<file path="config.mk">
export PLATFORM = sky130hd
export DESIGN_NAME = hamming_encode_tx
export DESIGN_NICKNAME = d
export VERILOG_FILES = /design/src/rtl/hamming_pkg.sv /design/src/rtl/hamming_encode.sv /design/src/rtl/hamming_encode_tx.sv
export SDC_FILE = /design/constraint.sdc
export NUM_CORES = 1
export LEC_CHECK = 0
export ABC_AREA = 1
export BUFFER_PORTS_ARGS = -buffer_cell sky130_fd_sc_hd__clkbuf_2
export CAP_MARGIN = 20
export CORE_MARGIN = 3
export CORE_UTILIZATION = 60
export CTS_CLUSTER_DIAMETER = 50
export DETAILED_ROUTE_END_ITERATION = 7
export GPL_ROUTABILITY_DRIVEN = 0
export PLACE_DENSITY = 0.82
export SYNTH_ARGS = -nofsm -noshare
export SYNTH_HDL_FRONTEND = slang
export SYNTH_HIERARCHICAL = 1
export SYNTH_SLANG_ARGS = --single-unit
export TNS_END_PERCENT = 1
</file>
<file path="constraint.sdc">
create_clock -name clk_i -period 2.25 [get_ports clk_i]
set_input_delay 0.675 -clock clk_i [delete_from_list [all_inputs] [get_ports clk_i]]
set_output_delay 0.675 -clock clk_i [all_outputs]
set_load 0.01 [all_outputs]
</file>
<file path="src/rtl/hamming_pkg.sv">
// Shared (7,4) Hamming definitions: widths, generator rows,
// transmit FSM states and the nibble-to-codeword function.
package hamming_pkg;

    localparam int DATA_W = 4;
    localparam int CW_W   = 7;

    // Generator rows as codeword values, bit c0 in the LSB.
    localparam logic [CW_W-1:0] G_ROW0 = 7'h71;
    localparam logic [CW_W-1:0] G_ROW1 = 7'h52;
    localparam logic [CW_W-1:0] G_ROW2 = 7'h34;
    localparam logic [CW_W-1:0] G_ROW3 = 7'h68;

    typedef logic [1:0] state_t;

    localparam state_t ST_IDLE    = 2'd0;
    localparam state_t ST_SEND_LO = 2'd1;
    localparam state_t ST_SEND_HI = 2'd2;

    function automatic logic [CW_W-1:0] hamming_enc(
        input logic [DATA_W-1:0] d
    );
        logic [CW_W-1:0] c;
        c[3:0] = d;
        c[4]   = d[0] ^ d[1] ^ d[2];
        c[5]   = d[0] ^ d[2] ^ d[3];
        c[6]   = d[0] ^ d[1] ^ d[3];
        return c;
    endfunction

endpackage

</file>
<file path="src/rtl/hamming_encode.sv">
// Combinational (7,4) Hamming encoder: one nibble to one
// systematic codeword.
module hamming_encode
    import hamming_pkg::*;
(
    input  logic [DATA_W-1:0] d_i,
    output logic [CW_W-1:0]   cw_o
);

    assign cw_o = hamming_enc(d_i);

endmodule

</file>
<file path="src/rtl/hamming_encode_tx.sv">
// Byte-in, bit-out (7,4) Hamming transmitter with a one-byte
// pending buffer so back-to-back bytes leave no bubble.
module hamming_encode_tx
    import hamming_pkg::*;
#(
    parameter bit LSB_FIRST = 1'b1
) (
    input  logic       clk_i,
    input  logic       rst_i,
    input  logic [7:0] byte_i,
    input  logic       byte_valid_i,
    output logic       byte_ready_o,
    output logic       bit_o,
    output logic       bit_valid_o,
    input  logic       bit_ready_i,
    output logic       busy_o
);

    state_t          state_q, state_d;
    logic [CW_W-1:0] sh_q, sh_d;
    logic [CW_W-1:0] hold_q, hold_d;
    logic [2:0]      cnt_q, cnt_d;
    logic [7:0]      pend_q, pend_d;
    logic            pend_v_q, pend_v_d;

    logic [7:0]      src;
    logic [CW_W-1:0] cw_lo;
    logic [CW_W-1:0] cw_hi;
    logic [CW_W-1:0] sh_next;
    logic            byte_hs;
    logic            bit_hs;
    logic            last_bit;

    // A queued byte always takes precedence over a new offer.
    assign src = pend_v_q ? pend_q : byte_i;

    hamming_encode u_enc_lo (
        .d_i  (src[3:0]),
        .cw_o (cw_lo)
    );

    hamming_encode u_enc_hi (
        .d_i  (src[7:4]),
        .cw_o (cw_hi)
    );

    assign byte_ready_o = !pend_v_q;
    assign bit_valid_o  = (state_q != ST_IDLE);
    assign busy_o       = bit_valid_o || pend_v_q;
    assign byte_hs      = byte_valid_i && byte_ready_o;
    assign bit_hs       = bit_valid_o && bit_ready_i;
    assign last_bit     = bit_hs && (cnt_q == 3'd6);

    always_comb begin
        bit_o   = 1'b0;
        sh_next = sh_q;
        if (bit_valid_o) begin
            bit_o = LSB_FIRST ? sh_q[0] : sh_q[CW_W-1];
        end
        if (LSB_FIRST) begin
            sh_next = {1'b0, sh_q[CW_W-1:1]};
        end else begin
            sh_next = {sh_q[CW_W-2:0], 1'b0};
        end
    end

    always_comb begin
        state_d  = state_q;
        sh_d     = sh_q;
        hold_d   = hold_q;
        cnt_d    = cnt_q;
        pend_d   = pend_q;
        pend_v_d = pend_v_q;
        case (state_q)
            ST_IDLE: begin
                if (byte_hs) begin
                    sh_d    = cw_lo;
                    hold_d  = cw_hi;
                    cnt_d   = 3'd0;
                    state_d = ST_SEND_LO;
                end
            end
            ST_SEND_LO: begin
                if (byte_hs) begin
                    pend_d   = byte_i;
                    pend_v_d = 1'b1;
                end
                if (last_bit) begin
                    sh_d    = hold_q;
                    cnt_d   = 3'd0;
                    state_d = ST_SEND_HI;
                end else if (bit_hs) begin
                    sh_d  = sh_next;
                    cnt_d = cnt_q + 3'd1;
                end
            end
            ST_SEND_HI: begin
                if (last_bit) begin
                    // Pending drains first; otherwise a same-cycle
                    // offer bypasses the pending register.
                    if (pend_v_q || byte_hs) begin
                        sh_d     = cw_lo;
                        hold_d   = cw_hi;
                        cnt_d    = 3'd0;
                        pend_v_d = 1'b0;
                        state_d  = ST_SEND_LO;
                    end else begin
                        cnt_d   = 3'd0;
                        state_d = ST_IDLE;
                    end
                end else begin
                    if (byte_hs) begin
                        pend_d   = byte_i;
                        pend_v_d = 1'b1;
                    end
                    if (bit_hs) begin
                        sh_d  = sh_next;
                        cnt_d = cnt_q + 3'd1;
                    end
                end
            end
            default: begin
                state_d = ST_IDLE;
            end
        endcase
    end

    always_ff @(posedge clk_i) begin
        if (rst_i) begin
            state_q  <= ST_IDLE;
            sh_q     <= '0;
            hold_q   <= '0;
            cnt_q    <= 3'd0;
            pend_q   <= 8'h00;
            pend_v_q <= 1'b0;
        end else begin
            state_q  <= state_d;
            sh_q     <= sh_d;
            hold_q   <= hold_d;
            cnt_q    <= cnt_d;
            pend_q   <= pend_d;
            pend_v_q <= pend_v_d;
        end
    end

endmodule

</file>
==> results of run 1 <==
## flip-flops by register name, indices dropped and copies added, names as in the netlist
register and flops:
pend_q 8, state_q 2, cnt_q 3, hold_q 7, sh_q 7, pend_v_q 1
## how the worst max path moves through the flow
| stage | endpoint | startpoint | cells after the start | slack, ns |
|---|---|---|---|---|
| 2_1_floorplan | sh_q[5] | pend_v_q | 14 | 0.60 |
| 3_3_place_gp | pend_q[0] | state_q[0] | 10 | 0.23 |
| 3_5_place_dp | pend_q[3] | state_q[0] | 10 | 0.19 |
| 4_1_cts | bit_valid_o | state_q[0] | 4 | 0.02 |
| 5_1_grt | bit_valid_o | state_q[1] | 4 | 0.01 |
| 6_report | bit_valid_o | state_q[1] | 4 | 0.11 |
## cell usage after synthesis, drive strengths merged
master / n / area [um^2]
o21a: 1 / 7.510
nand2: 144 / 578.1
buf: 14 / 111.4
inv: 65 / 244.0
nand3: 29 / 150.1
o21ai: 12 / 71.32
o21bai: 1 / 7.510
ha: 6 / 75.07
dfxtp: 28 / 560.5
nor2: 49 / 209.0
clkbuf: 4 / 25.02
a21oi: 22 / 121.4
## worst min-delay path, stage by stage, from the launching register on
cell and delay [ns]:
sky130_fd_sc_hd__dfxtp_1 0.36, sky130_fd_sc_hd__nand2_1 0.07, sky130_fd_sc_hd__a21oi_1 0.06
## final cells by class
type	count	area (um^2)
clock buffer	4	36.28
timing repair buffer	17	102.6
multi-input combinational	264	1222
sequential	28	560.5
fill	350	1161
tap	46	57.56
inverter	65	249.0
## logic make-up after synthesis
group	Yosys count	synth area share [%]
buffers and inverters	83	17.60
AND/OR/NAND/NOR	222	43.37
AO/OA/AOI/OAI	36	9.613
adder cells (fa/ha/maj)	6	3.474
flip-flops	28	25.94
## layer usage
layer	up-vias	part of all wire (%)	GRT usage [%]
li1	1123	-	-
met1	889	48	26.79
met3	2	4.2	4.252
met5	-	0	0
met4	0	0.56	3.807
met2	28	48	39.92
## where the power goes
part	leakage (uW)	switching, uW	internal, uW	total [uW]
Clock	0.0000210	153	99.2	253
Combinational	0.000992	1370	689	2060
Sequential	0.000231	62.5	668	730
Total	0.00124	1590	1460	3050
## stage by stage
step	util, %	instances
floorplan	-	375
global placement	64.45	420
detailed placement	64.45	420
CTS	65.60	424
global route	65.74	424
finish	65.74	424
==> results.md, run 1 <==
- Setup total negative slack: 0 ns
- DR pass1 iterations: 4
- WHS: 0.5099 ns
- Leak pwr: 0.001244 uW
- Post-layout instance area: 2228 um^2
- Number of setup violations in the final report: 0
- Shortest period the worst path allows: 2.138 ns
- Crit path launch type: flop
- Delay of the slowest cell on the worst path: 0.37 ns
- Most common cell after layout, fill and taps aside: sky130_fd_sc_hd__nand2_1
- Slowest cell on the critical path: sky130_fd_sc_hd__dfxtp_1
- Die outline width: 66.01 um
- Commonest non-fill, non-tap cells in the layout: sky130_fd_sc_hd__nand2_1 (135), sky130_fd_sc_hd__inv_1 (62), sky130_fd_sc_hd__nor2_1 (45)
- Largest fanout of any net on the critical path: 11
- Rows: 21
- CTS clock-pin slew for the worst setup and hold paths: 0.16 ns
- Depth of the CTS H-tree: 1
- Resized Gates After CTS: 1
- Area Growth Syn to Fin: 3.127%
- Required time worst endpoint: 1.57 ns
- Vias per cell: 4.816
- Transition time at the pin with the least slew margin: 0.5043 ns
- Wire length of the first global-routing pass: 7.665 mm
- Arrival time at the worst endpoint: 1.46 ns
- Hold Path Origin: cnt_q[1]
- CORE AREA: 3390 um^2
- CTS sink count: 28
- Detailed-route via count: 2,042
- Post-CTS Setup Inserts: 0
- Worst setup slack after placement: 0.1950 ns
- Largest vdd supply drop: 0.6113 mV
- Final #Nets: 397
- Vert. Die Dim: 66.01 um
- Clk_lat worst skew: 0.34 ns
- Critical path buffers and inverters: 3
- Worst R2R Setup Slack: 0.36 ns
- Total of flip-flops plus latches after synthesis: 28
- Drc violations: 0
- Count of mapped cells out of synthesis: 375
- Kind of critical path: reg2out
- Number of global-route vias before repair: 1,816
- Initial DRC count: 103
- Max cap viols: 0
- Global router's overall resource usage: 21.91%
- Largest net degree at the start of global routing: 20
- Worst Hold Class: reg2reg
- Clk root buf: sky130_fd_sc_hd__clkbuf_4
- Number of distinct library cells after synthesis: 23
- Launch instance of the worst register-to-register path: state_q[1]
- Average cell area after synthesis: 5.762 um^2
- Worst hold path endpoint: cnt_q[1]
- Final total power: 3046 uW
- Final global-route overflow total: 0
- Syn Std Cell Area: 2161 um^2
- Result of the run: finished, final reports clean
- Number of hold-slack violations in the final timing report: 0
- Fraction of the cycle the final worst path needs: 95.00%
- Ports placed on the boundary: 16
- Cell depth of the worst flop-to-flop path: 9
- Sequential element share of the synthesized area: 25.94%
- Number of antenna violations at the first check in global routing: 0
- Final wirelength: 4.254 mm
- Category of the worst setup path capture point: output pin
- Net count after synthesis: 393
- P per Cell Area: 1367 nW/um^2
- I/O Buffers: 15
- Family of cells with the greatest summed delay on the critical path: buffers and inverters
- End of the worst register-to-register path: pend_q[5]
- CTS tree: yes
- Worst relative slew slack: 66.02%
- WL/cell: 10.03 um
- Placed cell areas: 2185 um^2
- Worst-case clock skew: 0.01376 ns
- Number of warnings printed during yosys synthesis: 6
- Number of buffers added to fix hold violations after cts: 0
- Number of max-slew violations in the final report: 0
- Buffers from clock root to sink, at most: 2
- Die Outline Area: 4357 um^2
- RSZ-0062 raised after global routing: false
- Fraction of layout cells with a size suffix above 1: 10.85%
- Number of clock buffers inserted by TritonCTS: 3
- Worst Hold Depth: 2
- Remaining antenna violation count after routing: 0
- Cell chain of the critical path: inv_1 -> ha_2 -> clkinv_4 -> clkbuf_2
- Starting density of the core: 63.75%
- Highest achievable clock rate: 467.8 MHz
- Antenna Cells: 0
- Detailed-placement wirelength estimate: 3.331 mm
- Setup ws final: 0.1124 ns
(Power assumes the default switching activity.)
==> inputs of run 2 (changes only) <==
--- a/config.mk
+++ b/config.mk
@@ -8,12 +8,14 @@
 export ABC_AREA = 1
 export BUFFER_PORTS_ARGS = -buffer_cell sky130_fd_sc_hd__clkbuf_2
 export CAP_MARGIN = 20
+export CELL_PAD_IN_SITES_DETAIL_PLACEMENT = 1
+export CELL_PAD_IN_SITES_GLOBAL_PLACEMENT = 1
 export CORE_MARGIN = 3
-export CORE_UTILIZATION = 60
+export CORE_UTILIZATION = 41
 export CTS_CLUSTER_DIAMETER = 50
 export DETAILED_ROUTE_END_ITERATION = 7
 export GPL_ROUTABILITY_DRIVEN = 0
-export PLACE_DENSITY = 0.82
+export PLACE_DENSITY = 0.81
 export SYNTH_ARGS = -nofsm -noshare
 export SYNTH_HDL_FRONTEND = slang
 export SYNTH_HIERARCHICAL = 1
==> run 2 against run 1 <==
Fmax is 1.8% higher. Worst hold slack got worse by 0.00067 ns. Clock power is 11% higher. Cell count rose by 5.0%. Sequential cell count is the same. Register-to-register slack got worse by 0.12 ns. Critical path type unchanged. Largest power group unchanged. Highest routed layer unchanged.
==> results.md, run 2 (same netlist as run 1, synthesis figures left out) <==
- Highest achievable clock rate: 476.2 MHz
- Sequential Area: 560.5 um^2
- Worst Hold Class: reg2reg
- Final global-route overflow total: 0
- Area Growth Syn to Fin: 4.690%
- RSZ-0062 raised after global routing: false
- Max reg flops: 8
- Leak pwr: 0.001251 uW
- Worst relative slew slack: 62.52%
- Result of the run: finished, final reports clean
- Buffers from clock root to sink, at most: 2
- Global router's overall resource usage: 19.16%
- Transition time at the pin with the least slew margin: 0.5564 ns
- Delay of the slowest cell on the worst path: 0.39 ns
- CTS tree: yes
- Shortest period the worst path allows: 2.100 ns
- Commonest non-fill, non-tap cells in the layout: sky130_fd_sc_hd__nand2_1 (135), sky130_fd_sc_hd__inv_1 (62), sky130_fd_sc_hd__nor2_1 (45)
- I/O Buffers: 15
- Largest vdd supply drop: 0.5583 mV
- Largest Register: pend_q
- Fraction of layout cells with a size suffix above 1: 10.58%
- Vias per cell: 4.742
- DR pass1 iterations: 4
- Number of clock buffers inserted by TritonCTS: 3
- Kind of critical path: reg2out
- Number of setup violations in the final report: 0
- Clk_lat worst skew: 0.28 ns
- Top flop regs: pend_q: 8 flops, hold_q: 7 flops, sh_q: 7 flops
- Worst-case clock skew: 0.003547 ns
- Detailed-placement wirelength estimate: 4.325 mm
- CTS clock-pin slew for the worst setup and hold paths: 0.10 ns
- Area occupied by multi-input gates: 1220 um^2
- Slowest cell on the critical path: sky130_fd_sc_hd__dfxtp_1
- Crit path launch type: flop
- Most common cell after layout, fill and taps aside: sky130_fd_sc_hd__nand2_1
- Arrival time at the worst endpoint: 1.42 ns
- Number of fill cells: 741
- CORE AREA: 4911 um^2
- Depth of the CTS H-tree: 1
- Antenna Cells: 0
- Drc violations: 0
- Setup total negative slack: 0 ns
- Critical path buffers and inverters: 3
- Die Outline Area: 6177 um^2
- Required time worst endpoint: 1.57 ns
- Initial DRC count: 52
- Starting density of the core: 44.00%
- Vert. Die Dim: 78.60 um
- Number of global-route vias before repair: 2,107
- Ports placed on the boundary: 16
- Remaining antenna violation count after routing: 0
- Die outline width: 78.60 um
- Category of the worst setup path capture point: output pin
- Final #Nets: 398
- Number of antenna violations at the first check in global routing: 0
- Final wirelength: 5.522 mm
- Family of cells with the greatest summed delay on the critical path: buffers and inverters
- WL/cell: 12.41 um
- Max cap viols: 0
- Rows: 25
- CTS sink count: 28
- Number of hold-slack violations in the final timing report: 0
- Fraction of the cycle the final worst path needs: 93.33%
- Largest net degree at the start of global routing: 20
- Clk root buf: sky130_fd_sc_hd__clkbuf_8
- Wire length of the first global-routing pass: 9.584 mm
- Number of max-slew violations in the final report: 0
- Largest fanout of any net on the critical path: 11
- Post-route core utilization: 46.06%
- Cell chain of the critical path: inv_1 -> ha_1 -> inv_4 -> clkbuf_2
- Detailed-route via count: 2,110
- P per Cell Area: 1397 nW/um^2
[run 2: where the power goes]
part / switching (uW) / leakage (uW) / internal, uW
Sequential: 65.8 / 0.000231 / 669
Clock: 160 / 0.0000216 / 121
Combinational: 1460 / 0.000999 / 683
[run 2: timing repair]
item / CTS / global route
buffers inserted: 0 / 0
resized for setup: 0 / 1
hold buffers: 0 / 0
endpoints found under the setup margin: 0 / 15
hold endpoints to repair: 0 / 0
[run 2: per-layer routing]
layer | GRT usage, % | part of all wire [%]
met2 | 35.48 | 50
met4 | 6.469 | 1.9
met1 | 22.80 | 46
met5 | 0 | 0
met3 | 1.835 | 2.0
[run 2: per-stage QoR]
stage	std cells	hold WS, ns	area [um^2]	setup slack [ns]	power (uW)
2_1_floorplan	375	0.4598	2161	0.5954	2498
3_3_place_gp	442	0.4860	2218	0.2650	2825
3_5_place_dp	442	0.4981	2218	0.1827	2892
4_1_cts	445	0.5129	2260	0.07395	3183
5_1_grt	445	0.5547	2262	0.04869	3534
6_report	445	0.5092	2262	0.1502	3160
[run 2: path summary, 6_finish.rpt]
| kind | start | endpoint | slack [ns] | cells past startpoint |
|---|---|---|---|---|
| max | state_q[0] | bit_valid_o | 0.15 | 4 |
| min | cnt_q[1] | cnt_q[1] | 0.51 | 2 |
| max reg2reg | state_q[0] | pend_q[5] | 0.24 | 10 |
| min reg2reg | cnt_q[1] | cnt_q[1] | 0.51 | 2 |
[run 2: worst reg2reg max path, cell delays in order (launching register included)]
cell,delay (ns)
sky130_fd_sc_hd__dfxtp_1,0.39
sky130_fd_sc_hd__inv_1,0.09
sky130_fd_sc_hd__ha_1,0.30
sky130_fd_sc_hd__inv_4,0.20
sky130_fd_sc_hd__nand2_4,0.13
sky130_fd_sc_hd__nor2_4,0.23
sky130_fd_sc_hd__nand2_2,0.10
sky130_fd_sc_hd__nand3_2,0.27
sky130_fd_sc_hd__nand2_1,0.09
sky130_fd_sc_hd__nand2_1,0.08
sky130_fd_sc_hd__nor2_1,0.04
[run 2: layout make-up]
cell class / instances / share of cell area [%]
sequential: 28 / 24.78
multi-input combinational: 264 / 53.93
tap: 67 / 3.706
clock buffer: 3 / 1.825
timing repair buffer: 18 / 4.867
inverter: 65 / 10.90
==> inputs of run 3 (changes only) <==
--- a/config.mk
+++ b/config.mk
@@ -15,7 +15,7 @@
 export CTS_CLUSTER_DIAMETER = 50
 export DETAILED_ROUTE_END_ITERATION = 7
 export GPL_ROUTABILITY_DRIVEN = 0
-export PLACE_DENSITY = 0.81
+export PLACE_DENSITY = 0.84
 export SYNTH_ARGS = -nofsm -noshare
 export SYNTH_HDL_FRONTEND = slang
 export SYNTH_HIERARCHICAL = 1
==> run 3 against run 2 <==
The flow now finishes with violations (design-rule violations). Critical path depth increased by 1. Global-route usage grew 0.52 points. Clock-buffer cell count unchanged. Power rose by 5.2%. First-iteration DRC count grew 9.6%. Sequential power about the same. Cell count up 0.45%. Sequential cell count did not move. Critical path type unchanged. Critical endpoint unchanged. Largest power group unchanged.
==> results.md, run 3 (same netlist as run 1, synthesis figures left out) <==
- Result of the run: finished, violations left
- Failing checks: design-rule violations
- RSZ-0062 raised after global routing: false
- Ports placed on the boundary: 16
- Worst Hold Class: reg2reg
- Number of hold-slack violations in the final timing report: 0
- Category of the worst setup path capture point: output pin
- Die outline width: 78.60 um
- Internal power summed over all cells: 1609 uW
- Post-layout instance area: 2288 um^2
- CORE AREA: 4911 um^2
- Global router's overall resource usage: 19.68%
- CTS tree: yes
- Switching part of the total: 51.63%
- Max reg flops: 8
- WL/cell: 12.70 um
- Setup ws final: 0.09823 ns
- Clk_lat worst skew: 0.28 ns
- Transition time at the pin with the least slew margin: 0.5017 ns
- CTS clock-pin slew for the worst setup and hold paths: 0.11 ns
- Worst Hold Depth: 2
- Fraction of the cycle the final worst path needs: 95.63%
- Delay of the slowest cell on the worst path: 0.38 ns
- Antenna Cells: 0
- Commonest non-fill, non-tap cells in the layout: sky130_fd_sc_hd__nand2_1 (135), sky130_fd_sc_hd__inv_1 (62), sky130_fd_sc_hd__nor2_1 (45)
- Starting density of the core: 44.00%
- Required time worst endpoint: 1.57 ns
- Buffers from clock root to sink, at most: 2
- I/O Buffers: 15
- Shortest period the worst path allows: 2.152 ns
- Leak pwr: 0.001264 uW
- Die Outline Area: 6177 um^2
- Largest net degree at the start of global routing: 20
- Wire length of the first global-routing pass: 9.791 mm
- Relative contribution of the clock network to total power: 12.3%
- Initial DRC count: 57
- Crit path launch type: flop
- Detailed-route via count: 2,160
- Highest achievable clock rate: 464.7 MHz
- Vert. Die Dim: 78.60 um
- P per Cell Area: 1453 nW/um^2
- Number of clock buffers inserted by TritonCTS: 3
- Number of setup violations in the final report: 0
- Setup total negative slack: 0 ns
- Number of global-route vias before repair: 2,230
- CTS sink count: 28
- Detailed-placement wirelength estimate: 4.467 mm
- Drc violations: 1
- Final global-route overflow total: 0
- Arrival time at the worst endpoint: 1.48 ns
- Worst relative slew slack: 66.20%
- Final #Nets: 399
- Depth of the CTS H-tree: 1
- Placed cell areas: 2213 um^2
- Clk root buf: sky130_fd_sc_hd__clkbuf_8
- Number of max-slew violations in the final report: 0
- Number of antenna violations at the first check in global routing: 0
- Area Growth Syn to Fin: 5.906%
- Top flop regs: pend_q: 8 flops, hold_q: 7 flops, sh_q: 7 flops
- Rows: 25
- Combinational Power Share: 65.5%
- Kind of critical path: reg2out
- Most common cell after layout, fill and taps aside: sky130_fd_sc_hd__nand2_1
- Max cap viols: 0
- Cell chain of the critical path: inv_1 -> ha_2 -> inv_2 -> buf_4 -> clkbuf_2
- Vias per cell: 4.832
- Slowest cell on the critical path: sky130_fd_sc_hd__dfxtp_1
- Final std cells w/o fill: 447
- DR pass1 iterations: 6
- Part of the total power dissipated in sequential elements: 22.1%
- Number of buffers added to fix hold violations after cts: 0
- Remaining antenna violation count after routing: 0
- Largest fanout of any net on the critical path: 7
- Final wirelength: 5.679 mm
- Switching power of the nets: 1717 uW
- Largest Register: pend_q
- Worst setup slack after placement: 0.2582 ns
- Cell depth of the worst flop-to-flop path: 13
- Fraction of layout cells with a size suffix above 1: 11.58%
- Largest vdd supply drop: 0.6041 mV
- Worst-case clock skew: 0.006348 ns
- Placed cells: 443
==> run 3: changes by cell type in the layout (fill, tap and decap cells not counted) <==
cell | before | now
sky130_fd_sc_hd__buf_4 | 2 | 4
sky130_fd_sc_hd__buf_12 | 1 | 0
sky130_fd_sc_hd__bufinv_16 | 0 | 1
sky130_fd_sc_hd__dfxtp_1 | 28 | 27
sky130_fd_sc_hd__dfxtp_2 | 0 | 1
sky130_fd_sc_hd__ha_1 | 6 | 5
sky130_fd_sc_hd__ha_2 | 0 | 1
sky130_fd_sc_hd__inv_2 | 2 | 3
sky130_fd_sc_hd__inv_4 | 1 | 0
==> run 3: cell type report <==
cell class,count,area (um^2)
clock inverters,1,30.03
fillers,732,2623
multi-input cells,264,1222
well taps,67,83.83
flip-flops and latches,28,561.8
clock buffers,3,41.29
repair buffers,19,105.1
inverters,65,244.0
==> run 3: timing repair <==
item	CTS	global route
endpoints found under the setup margin	1	1
setup buffers	0	0
gates resized for setup	1	1
pin swaps	0	0
==> run 3: power groups by stage <==
| stage | clock, uW | sequential (uW) | combinational, uW |
|---|---|---|---|
| floorplan | 0 | 728 | 1770 |
| finish | 411 | 736 | 2180 |
| global route | 445 | 749 | 2530 |
| global placement | 0 | 736 | 2070 |
| CTS | 425 | 734 | 2180 |
| detailed placement | 0 | 747 | 2150 |
==> run 3: final timing paths <==
path / startpoint / endpoint / slack (ns)
setup / recovery: state_q[1] / bit_valid_o / 0.1
hold / removal: cnt_q[1] / cnt_q[1] / 0.50
setup reg to reg: pend_v_q / sh_q[6] / 0.31
hold reg to reg: cnt_q[1] / cnt_q[1] / 0.50
==> run 3: per-stage QoR <==
| step | util [%] | hold slack, ns | total power [uW] |
|---|---|---|---|
| after global routing | 46.60 | 0.5480 | 3722 |
| after CTS | 46.57 | 0.5124 | 3343 |
| final | 46.60 | 0.5043 | 3326 |
| after floorplan | - | 0.4598 | 2498 |
| after detailed placement | 45.07 | 0.4971 | 2894 |
| after global placement | 45.07 | 0.4836 | 2804 |
==> run 3: metal layers <==
layer  global-route usage (%)  wire length, um  up-vias
li1                         -                -     1124
met1                    23.28             2582     1010
met2                    36.67             2896       19
met3                    2.982              129        7
met4                    4.895               71        0
met5                        0                0        -
==> run 3: critical path, delay by kind of cell, from the launching register on <==
kind / cells / cell delay, ns
fa+ha+maj: 1 / 0.25
flops: 1 / 0.38
buf+inv: 4 / 0.56
